$ cat src/rtl/memory_access_unit_pkg.sv
// rtl/memory_access_unit_pkg.sv - shared opcode decode, NOP encoding and memory-stage state types
package cpu_pkg;

    localparam logic [2:0]  LOAD_OP_HI   = 3'b110;
    localparam logic [3:0]  LOAD_OP_LO   = 4'b1000;
    localparam logic [2:0]  STORE_OP_HI  = 3'b111;
    localparam logic [3:0]  STORE_OP_LO  = 4'b1001;
    localparam logic [31:0] NOP_ENC      = 32'h0000_0000;

    typedef enum logic {
        IDLE,
        ACCESS
    } mem_state_t;

    typedef enum logic [1:0] {
        ACC_NONE,
        ACC_LOAD,
        ACC_STORE
    } access_t;

    // The 7-bit opcode is taken from the instruction's class/op field, bits [27:21].
    function automatic logic [6:0] decode_opcode(input logic [31:0] instr);
        return instr[27:21];
    endfunction

    function automatic access_t classify_access(input logic [6:0] opcode);
        access_t kind;
        kind = ACC_NONE;
        if (opcode[6:4] == LOAD_OP_HI || opcode[6:3] == LOAD_OP_LO) begin
            kind = ACC_LOAD;
        end else if (opcode[6:4] == STORE_OP_HI || opcode[6:3] == STORE_OP_LO) begin
            kind = ACC_STORE;
        end
        return kind;
    endfunction

endpackage

$ cat src/rtl/memory_access_unit_if.sv
// rtl/memory_access_unit_if.sv - data-memory request/ready bus between the memory stage and data memory
interface memory_access_unit_if;
    logic        mem_req;
    logic        mem_we;
    logic [31:0] mem_addr;
    logic [31:0] mem_wdata;
    logic        mem_ready;
    logic [31:0] mem_rdata;

    modport master (
        output mem_req,
        output mem_we,
        output mem_addr,
        output mem_wdata,
        input  mem_ready,
        input  mem_rdata
    );

    modport slave (
        input  mem_req,
        input  mem_we,
        input  mem_addr,
        input  mem_wdata,
        output mem_ready,
        output mem_rdata
    );
endinterface

$ cat src/rtl/memory_access_unit_fsm.sv
// rtl/memory_access_unit_fsm.sv - access state register, mem_ready completion and load word capture
module mem_access_fsm
    import cpu_pkg::*;
(
    input  logic        clk,
    input  logic        rst_n,
    input  logic        start,
    input  logic        cur_is_load,
    input  logic        mem_ready,
    input  logic [31:0] mem_rdata,
    output logic        busy,
    output logic        done,
    output logic [31:0] load_data
);

    mem_state_t  state_q, state_d;
    logic [31:0] load_data_q, load_data_d;

    always_ff @(posedge clk or negedge rst_n) begin
        if (!rst_n) begin
            state_q     <= IDLE;
            load_data_q <= 32'h0;
        end else begin
            state_q     <= state_d;
            load_data_q <= load_data_d;
        end
    end

    always_comb begin
        state_d     = state_q;
        load_data_d = load_data_q;
        done        = 1'b0;
        case (state_q)
            IDLE: begin
                if (start) begin
                    state_d = ACCESS;
                end
            end
            ACCESS: begin
                if (mem_ready) begin
                    done = 1'b1;
                    if (cur_is_load) begin
                        load_data_d = mem_rdata;
                    end
                    // A new access captured on the completing edge continues without an idle gap.
                    state_d = start ? ACCESS : IDLE;
                end
            end
            default: state_d = IDLE;
        endcase
    end

    assign busy      = (state_q == ACCESS);
    assign load_data = load_data_q;

endmodule

$ cat src/rtl/memory_access_unit.sv
// rtl/memory_access_unit.sv - memory stage: captures execute output, runs loads/stores, retires to writeback
module memory_access_unit
    import cpu_pkg::*;
#(
    parameter logic [31:0] NOP_INSTR = NOP_ENC
) (
    input  logic                 clk,
    input  logic                 rst_n,
    input  logic [31:0]          instr_in,
    input  logic                 branch_ref,
    input  logic                 branch_in,
    input  logic                 sel_stall,
    input  logic [31:0]          addr_in,
    input  logic [31:0]          wdata_in,
    memory_access_unit_if.master mem,
    output logic [31:0]          load_data,
    output logic                 stall_out,
    output logic                 branch_value,
    output logic [31:0]          instr_output
);

    logic [31:0] instr_q, instr_d;
    logic        branch_q, branch_d;
    logic [31:0] addr_q, addr_d;
    logic [31:0] wdata_q, wdata_d;
    access_t     kind_q, kind_d;
    logic [31:0] wb_instr_q, wb_instr_d;
    logic        wb_branch_q, wb_branch_d;

    logic        busy;
    logic        done;
    logic        live;
    logic        advance;
    logic        start;
    access_t     in_kind;

    mem_access_fsm u_fsm (
        .clk         (clk),
        .rst_n       (rst_n),
        .start       (start),
        .cur_is_load (kind_q == ACC_LOAD),
        .mem_ready   (mem.mem_ready),
        .mem_rdata   (mem.mem_rdata),
        .busy        (busy),
        .done        (done),
        .load_data   (load_data)
    );

    always_ff @(posedge clk or negedge rst_n) begin
        if (!rst_n) begin
            instr_q     <= NOP_INSTR;
            branch_q    <= 1'b0;
            addr_q      <= 32'h0;
            wdata_q     <= 32'h0;
            kind_q      <= ACC_NONE;
            wb_instr_q  <= NOP_INSTR;
            wb_branch_q <= 1'b0;
        end else begin
            instr_q     <= instr_d;
            branch_q    <= branch_d;
            addr_q      <= addr_d;
            wdata_q     <= wdata_d;
            kind_q      <= kind_d;
            wb_instr_q  <= wb_instr_d;
            wb_branch_q <= wb_branch_d;
        end
    end

    always_comb begin
        live     = (branch_in == branch_ref);
        in_kind  = classify_access(decode_opcode(instr_in));
        advance  = (!busy && !sel_stall) || done;
        start    = advance && live && (in_kind != ACC_NONE);

        instr_d     = instr_q;
        branch_d    = branch_q;
        addr_d      = addr_q;
        wdata_d     = wdata_q;
        kind_d      = kind_q;
        // Writeback sees a bubble on every edge where nothing leaves the stage.
        wb_instr_d  = NOP_INSTR;
        wb_branch_d = wb_branch_q;

        if (advance) begin
            instr_d     = instr_in;
            branch_d    = branch_in;
            addr_d      = addr_in;
            wdata_d     = wdata_in;
            kind_d      = live ? in_kind : ACC_NONE;
            wb_instr_d  = instr_q;
            wb_branch_d = branch_q;
        end
    end

    assign mem.mem_req   = busy;
    assign mem.mem_we    = busy && (kind_q == ACC_STORE);
    assign mem.mem_addr  = addr_q;
    assign mem.mem_wdata = wdata_q;

    assign stall_out     = busy;
    assign branch_value  = wb_branch_q;
    assign instr_output  = wb_instr_q;

endmodule

$ cat src/flat_wrapper.sv
// flat-port wrapper written by rule: the top's interface ports become plain ports
module memory_access_unit_flat import cpu_pkg::*;
#(
    parameter logic [31:0] NOP_INSTR = NOP_ENC
)
  (clk, rst_n, instr_in, branch_ref, branch_in, sel_stall, addr_in, wdata_in, load_data, stall_out, branch_value, instr_output, mem_mem_req, mem_mem_we, mem_mem_addr, mem_mem_wdata, mem_mem_ready, mem_mem_rdata);
  memory_access_unit_if mem_i ();
  input  logic clk;
  input  logic rst_n;
  input  logic [31:0] instr_in;
  input  logic branch_ref;
  input  logic branch_in;
  input  logic sel_stall;
  input  logic [31:0] addr_in;
  input  logic [31:0] wdata_in;
  output logic [31:0] load_data;
  output logic stall_out;
  output logic branch_value;
  output logic [31:0] instr_output;
  output wire logic [$bits(mem_i.mem_req)-1:0] mem_mem_req;
  output wire logic [$bits(mem_i.mem_we)-1:0] mem_mem_we;
  output wire logic [$bits(mem_i.mem_addr)-1:0] mem_mem_addr;
  output wire logic [$bits(mem_i.mem_wdata)-1:0] mem_mem_wdata;
  input wire logic [$bits(mem_i.mem_ready)-1:0] mem_mem_ready;
  input wire logic [$bits(mem_i.mem_rdata)-1:0] mem_mem_rdata;
  assign mem_mem_req = mem_i.mem_req;
  assign mem_mem_we = mem_i.mem_we;
  assign mem_mem_addr = mem_i.mem_addr;
  assign mem_mem_wdata = mem_i.mem_wdata;
  assign mem_i.mem_ready = mem_mem_ready;
  assign mem_i.mem_rdata = mem_mem_rdata;
  memory_access_unit #(.NOP_INSTR(NOP_INSTR)) u_core (.clk(clk), .rst_n(rst_n), .instr_in(instr_in), .branch_ref(branch_ref), .branch_in(branch_in), .sel_stall(sel_stall), .addr_in(addr_in), .wdata_in(wdata_in), .mem(mem_i), .load_data(load_data), .stall_out(stall_out), .branch_value(branch_value), .instr_output(instr_output));
endmodule
$ cat config.mk
export PLATFORM = sky130hd
export DESIGN_NAME = memory_access_unit_flat
export DESIGN_NICKNAME = d
export VERILOG_FILES = /design/src/rtl/memory_access_unit_pkg.sv /design/src/rtl/memory_access_unit_if.sv /design/src/rtl/memory_access_unit_fsm.sv /design/src/rtl/memory_access_unit.sv /design/src/flat_wrapper.sv
export SDC_FILE = /design/constraint.sdc
export NUM_CORES = 1
export LEC_CHECK = 0
export CAP_MARGIN = 25
export CORE_MARGIN = 3
export CORE_UTILIZATION = 39
export CTS_BUF_LIST = sky130_fd_sc_hd__clkbuf_2
export CTS_CLUSTER_SIZE = 20
export DETAILED_ROUTE_END_ITERATION = 10
export GPL_TIMING_DRIVEN = 0
export MAX_ROUTING_LAYER = met4
export PLACE_DENSITY = 0.78
export SYNTH_ARGS = -nofsm -noshare
export SYNTH_HDL_FRONTEND = slang
export SYNTH_SLANG_ARGS = --single-unit
$ cat constraint.sdc
create_clock -name clk -period 1.5 [get_ports clk]
set_input_delay 0.225 -clock clk [delete_from_list [all_inputs] [get_ports clk]]
set_output_delay 0.225 -clock clk [all_outputs]
set_load 0.05 [all_outputs]
==> out/qor.yml, run 1 <==
global_routing:
  grt_overflow: 0
  antenna_found_initial: 0
  grt_first_pass_wirelength_mm: 25.9
  grt_start_max_net_pins: 86
  grt_usage_pct: 19.8
  grt_pass1_vias: 4737
sta:
  slew_headroom_pct: 48.8
  hold_slack_ns: 0.108
  tightestPinTransition_ns: 0.768
  rsz0062_at_grt: "true"
  fmax_ghz: 0.571
  final_max_slew_viol_count: 0
  skew_ns: 0.0156
  fin_ws_ns: -0.252
  finalSetupViolCount: 214
  fin_crit_ns: 1.75
  finalCritPeriodShare_pct: 117
  finalHoldViolCount: 0
finish:
  syn_to_final_growth_pct: 72.1
  fin_area_um2: 10500
  drive_above_1_share_pct: 52.3
  final_cell_mix: "dfrtp_1, buf_6, clkdlybuf4s50_1"
  final_common_cell: "dfrtp_1"
  fin_nets: 839
  num_antenna_cells: 0
clock_tree:
  cts_buffer_depth: 2
  clock-sinks: 165
  cts_tree: "done"
  clock_latency_ns: 0.70
  ctsRootBufferMaster: "clkbuf_2"
  cts_made_buffers: 17
  cts-htree-levels: 4
  clk_pin_slew_worst_paths_ns: 0.22
setup_path:
  worstPathArrival_ns: 2.36
  timing.rr.start: "u_core.u_fsm.busy$_DFF_PN0_"
  cp_max_fo: 6
  start_kind: "register"
  r2r_slack_ns: -0.25
  regToRegEndpoint: "u_core.mem.mem_wdata[12]$_DFFE_PN0N_"
  critical_path_class: "register to register"
  end_kind: "register"
  r2r_cells: 7
  crit_required_ns: 2.11
floorplan:
  coreArea_um2: 15300
  io_pins: 266
  die-area_um2: 17300
  start_util_pct: 40.0
  die_h_um: 131
  fp.dieW_um: 131
  placementRows: 45
detailed_routing:
  met1_length_mm: 6.40
  wirelength_mm: 16.9
  wl_per_cell_um: 18.2
  vias_per_cell: 4.61
  num_vias: 4271
  met2_length_mm: 8.69
  ant_nets: 0
  drc: 0
  dr.first_iter.drc_count: 161
  top_layer_used: "met4"
  dr.pass1.iters: 4
  wl_met3_mm: 1.37
placed_design:
  post_dp_cell_area_um2: 9080
  port_buffers: 265
  dp_hpwl_mm: 11.2
  place.gp.congestion: 0.735
yosys:
  syn_inst: 360
  ys_seq_elements: 165
  syn_area_um2: 6130
  yosys_warnings: 0
  ys_seq_area_share_pct: 67.4
  synth_nets: 494
  synth_cell_types: 21
  syn_area_per_cell_um2: 17.0
power:
  p_leak_uw: 0.00499
  ir_worst_vdd_v: 0.000685
  power_density_nw_per_um2: 1430
hold_path:
  hold_class: "input port to async pin"
run_status:
  outcome: "finished, violations left"
  violations: "negative setup slack"
run:
  max_cap_violations: 0
## cells by family after synthesis
logic type	synth area share (%)
DFF	67.4
muxes	25.7
and+or+nand+nor	3.86
buffers and inverters	2.12
AOI/OAI and AO/OA	0.776
xor gates and xnor gates	0.143
## per-stage QoR
stage          cells  utilization [%]  worst slack, ns  TNS (ns)  power, uW
2_1_floorplan    360                -          -0.0223    -0.355       9290
3_3_place_gp     836             59.1            -6.64  -1044.78      11400
3_5_place_dp     837             59.3           -0.506    -50.77      11500
4_1_cts          905             66.3           -0.339    -29.08      14900
5_1_grt          926             68.9           -0.377    -44.74      15700
6_report         926             68.9           -0.252    -21.35      15100
## metal layers
metal  global-route usage, %  up-vias
met5                       -        -
met4                    7.00        0
met3                    7.54       36
met2                    33.4      184
met1                    21.4     2124
li1                        -     1927
## area by class of cell
class	instances	area, um2
clock buffers	18	90.1
flip-flops and latches	165	4130
clock inverters	11	160
fillers	1036	4770
repair buffers	331	3670
inverters	2	7.51
multi-input cells	175	2020
plain buffers	13	205
well taps	211	264
## flip-flops by register name, summed over array words and instances, names as in the netlist
name / count
u_core.instr_q: 32
u_core.branch_value: 1
u_core.mem.mem_addr: 32
u_core.mem.mem_wdata: 32
u_core.kind_q: 2
u_core.u_fsm.busy: 1
u_core.branch_q: 1
u_core.u_fsm.load_data: 32
u_core.instr_output: 32
## Yosys cell counts, drive strengths merged
| cell type | instances | area share, % |
|---|---|---|
| dfrtp | 165 | 67 |
| mux2 | 130 | 26 |
| and2 | 32 | 3.3 |
| buf | 15 | 1.8 |
| clkbuf | 3 | 0.18 |
| inv | 2 | 0.12 |
| nor2b | 2 | 0.20 |
| o21ai | 2 | 0.22 |
| and3 | 1 | 0.10 |
| mux2i | 1 | 0.16 |
| nand2b | 1 | 0.14 |
| nand4b | 1 | 0.14 |
| o2111ai | 1 | 0.14 |
| o21a | 1 | 0.12 |
| o2bb2ai | 1 | 0.14 |
| o32ai | 1 | 0.14 |
| xnor2 | 1 | 0.14 |
## how the worst max path moves through the flow
stage,start,cells past startpoint,slack (ns),end
after detailed placement,sel_stall,6,-0.51,u_core.mem.mem_addr[23]$_DFFE_PN0N_
after global routing,u_core.kind_q[0]$_DFFE_PN0N_,3,-0.38,mem_mem_we
after floorplan,u_core.u_fsm.busy$_DFF_PN0_,4,-0.02,u_core.mem.mem_addr[22]$_DFFE_PN0N_
final,u_core.u_fsm.busy$_DFF_PN0_,7,-0.25,u_core.mem.mem_wdata[12]$_DFFE_PN0N_
after CTS,u_core.kind_q[0]$_DFFE_PN0N_,3,-0.34,mem_mem_we
after global placement,rst_n,1,-6.64,u_core.u_fsm.busy$_DFF_PN0_
## worst max-delay path, stage by stage, from the launching register on
cell,delay [ns]
dfrtp_2,0.49
buf_4,0.15
buf_6,0.11
o21ai_4,0.18
buf_8,0.18
buf_12,0.12
buf_16,0.11
mux2_2,0.33
## where the power goes
part	internal [uW]	total, uW	leakage [uW]	switching [uW]
sequential	5290	5830	0.00202	548
clock	1060	2530	0.000145	1470
combinational	3070	6700	0.00283	3630
## what timing repair did
item,in CTS,in global routing
hold buffers,1,0
gates cloned,8,3
pin swaps,2,1
endpoints found under the setup margin,278,272
buffers inserted,30,24
gates resized for setup,974,61
hold endpoints to repair,84,0
No activity file was read; power rests on OpenSTA's default activity.
==> run 2: changes to the inputs <==
--- a/config.mk
+++ b/config.mk
@@ -14,6 +14,7 @@
 export GPL_TIMING_DRIVEN = 0
 export MAX_ROUTING_LAYER = met4
 export PLACE_DENSITY = 0.78
+export REMOVE_ABC_BUFFERS = 1
 export SYNTH_ARGS = -nofsm -noshare
 export SYNTH_HDL_FRONTEND = slang
 export SYNTH_SLANG_ARGS = --single-unit
==> run 2 against run 1 <==
  * The flow still finishes with violations (negative setup slack)
  * Global-route usage grew 1.6 points
  * Largest cell class unchanged
  * Largest power group unchanged
  * Critical path type unchanged
  * Routed wire length grew 17%
  * Via count grew 2.7%
==> out/qor.yml, run 2 (same netlist as run 1, synthesis figures left out) <==
run_status:
  outcome: "finished, violations left"
  violations: "negative setup slack"
clock_tree:
  clk_pin_slew_worst_paths_ns: 0.25
  cts_made_buffers: 17
  clock_latency_ns: 0.70
  ctsRootBufferMaster: "clkbuf_2"
  cts-htree-levels: 4
  cts_buffer_depth: 2
  cts_tree: "done"
  clock-sinks: 165
hold_path:
  hold_depth: 2
  hold_class: "input port to register"
  holdPathEnd: "u_core.mem.mem_addr[19]$_DFFE_PN0N_"
  worstHoldStart: "addr_in[19]"
placed_design:
  place.gp.congestion: 0.742
  dp_hpwl_mm: 11.1
  pre_cts_ws_ns: -1.04
  placed_cells: 823
  port_buffers: 265
sta:
  tightestPinTransition_ns: 0.532
  hold_slack_ns: 0.117
  finalCritPeriodShare_pct: 116
  finalSetupViolCount: 160
  skew_ns: 0.0290
  rsz0062_at_grt: "true"
  fin_crit_ns: 1.73
  slew_headroom_pct: 64.5
  fin_ws_ns: -0.233
  finalHoldViolCount: 0
  final_max_slew_viol_count: 0
  fmax_ghz: 0.577
floorplan:
  fp.dieW_um: 131
  placementRows: 45
  die-area_um2: 17300
  io_pins: 266
  die_h_um: 131
  start_util_pct: 40.0
  coreArea_um2: 15300
power:
  p_leak_uw: 0.00516
  ir_worst_vdd_v: 0.000666
  power_density_nw_per_um2: 1450
global_routing:
  grt_usage_pct: 21.4
  grt_start_max_net_pins: 104
  grt_pass1_vias: 4789
  antenna_found_initial: 0
  grt_overflow: 0
  grt_first_pass_wirelength_mm: 27.8
setup_path:
  crit_required_ns: 2.09
  cp_max_fo: 6
  critical_path_class: "register to register"
  regToRegEndpoint: "u_core.mem.mem_wdata[9]$_DFFE_PN0N_"
  r2r_slack_ns: -0.23
  end_kind: "register"
  start_kind: "register"
  worstPathArrival_ns: 2.32
  timing.rr.start: "u_core.u_fsm.busy$_DFF_PN0_"
  r2r_cells: 6
finish:
  final_cell_mix: "dfrtp_1, buf_6, clkdlybuf4s50_1"
  fin_util_pct: 70.3
  finalNonFillerCells: 935
  nFillCells: 1018
  num_antenna_cells: 0
  drive_above_1_share_pct: 54.1
  fin_nets: 845
  regArea_um2: 4130
  final_common_cell: "dfrtp_1"
  multi_input_area_um2: 2190
  syn_to_final_growth_pct: 75.7
run:
  max_cap_violations: 0
detailed_routing:
  wirelength_mm: 19.7
  drc: 0
  wl_per_cell_um: 21.1
  vias_per_cell: 4.69
  num_vias: 4386
  dr.first_iter.drc_count: 154
  dr.pass1.iters: 4
  ant_nets: 0
==> run 2: cell types whose count changed in the layout (fill, tap and decap cells not counted), sizes merged <==
cell         previous run  this run
clkbuf                 21        31
o21a                    1         3
bufbuf                  3         0
clkinv                  4         1
clkinvlp                2         3
inv                     3         2
o21ai                   2         3
dlygate4sd3             1         2
bufinv                  4         5
==> run 2: worst max-delay path, cell delays in order (launching register included) <==
cell and delay (ns):
dfrtp_2 0.50, buf_6 0.15, o21ai_4 0.20, clkbuf_16 0.21, buf_12 0.12, clkbuf_16 0.16
mux2_4 0.31
==> run 2: layout make-up <==
type,count,area share (%)
clock buffer,23,1.07
inverter,2,0.0697
clock inverter,9,1.64
multi-input combinational,178,20.3
timing repair buffer,347,36.1
sequential,165,38.4
tap,211,2.45
==> run 2: worst max path at each step <==
stage | from | to | slack (ns) | cells past startpoint
after global placement | rst_n | u_core.instr_q[14]$_DFFE_PN0N_ | -6.17 | 1
final | u_core.u_fsm.busy$_DFF_PN0_ | u_core.mem.mem_wdata[9]$_DFFE_PN0N_ | -0.23 | 6
after global routing | u_core.kind_q[0]$_DFFE_PN0N_ | mem_mem_we | -0.37 | 3
after CTS | u_core.kind_q[0]$_DFFE_PN0N_ | mem_mem_we | -0.34 | 3
after detailed placement | sel_stall | u_core.mem.mem_wdata[9]$_DFFE_PN0N_ | -1.04 | 6
after floorplan | u_core.u_fsm.busy$_DFF_PN0_ | u_core.branch_q$_DFFE_PN0N_ | -1.82 | 2
==> run 2: layer usage <==
metal | GRT usage, % | wire length (um) | part of all wire, % | vias to the layer above
met4 | 6.77 | 377 | 1.9 | 0
met5 | - | 0 | 0 | -
li1 | - | - | - | 1946
met3 | 6.93 | 1220 | 6.2 | 31
met2 | 36.9 | 10600 | 54 | 188
met1 | 23.7 | 7510 | 38 | 2221
==> run 2: per-stage QoR <==
stage / TNS (ns) / total power, uW / area, um2
finish: -11.86 / 15600 / 10800
detailed placement: -112.22 / 11500 / 9060
global placement: -1324.47 / 11400 / 8920
CTS: -25.74 / 15200 / 10300
global route: -32.75 / 16200 / 10800
floorplan: -257.84 / 9250 / 6000
==> run 2: what timing repair did <==
action	4_1_cts	5_1_grt
gates resized for setup	991	46
endpoints found under the setup margin	296	364
setup buffers	34	36
endpoints found under the hold margin	165	0
pin swaps	3	7
hold buffers	2	0
cloned	8	7
==> run 2: where the power goes <==
group          leakage (uW)  internal (uW)  switching, uW
combinational       0.00298           3170           3770
clock              0.000168           1290           1500
sequential          0.00202           5290            570
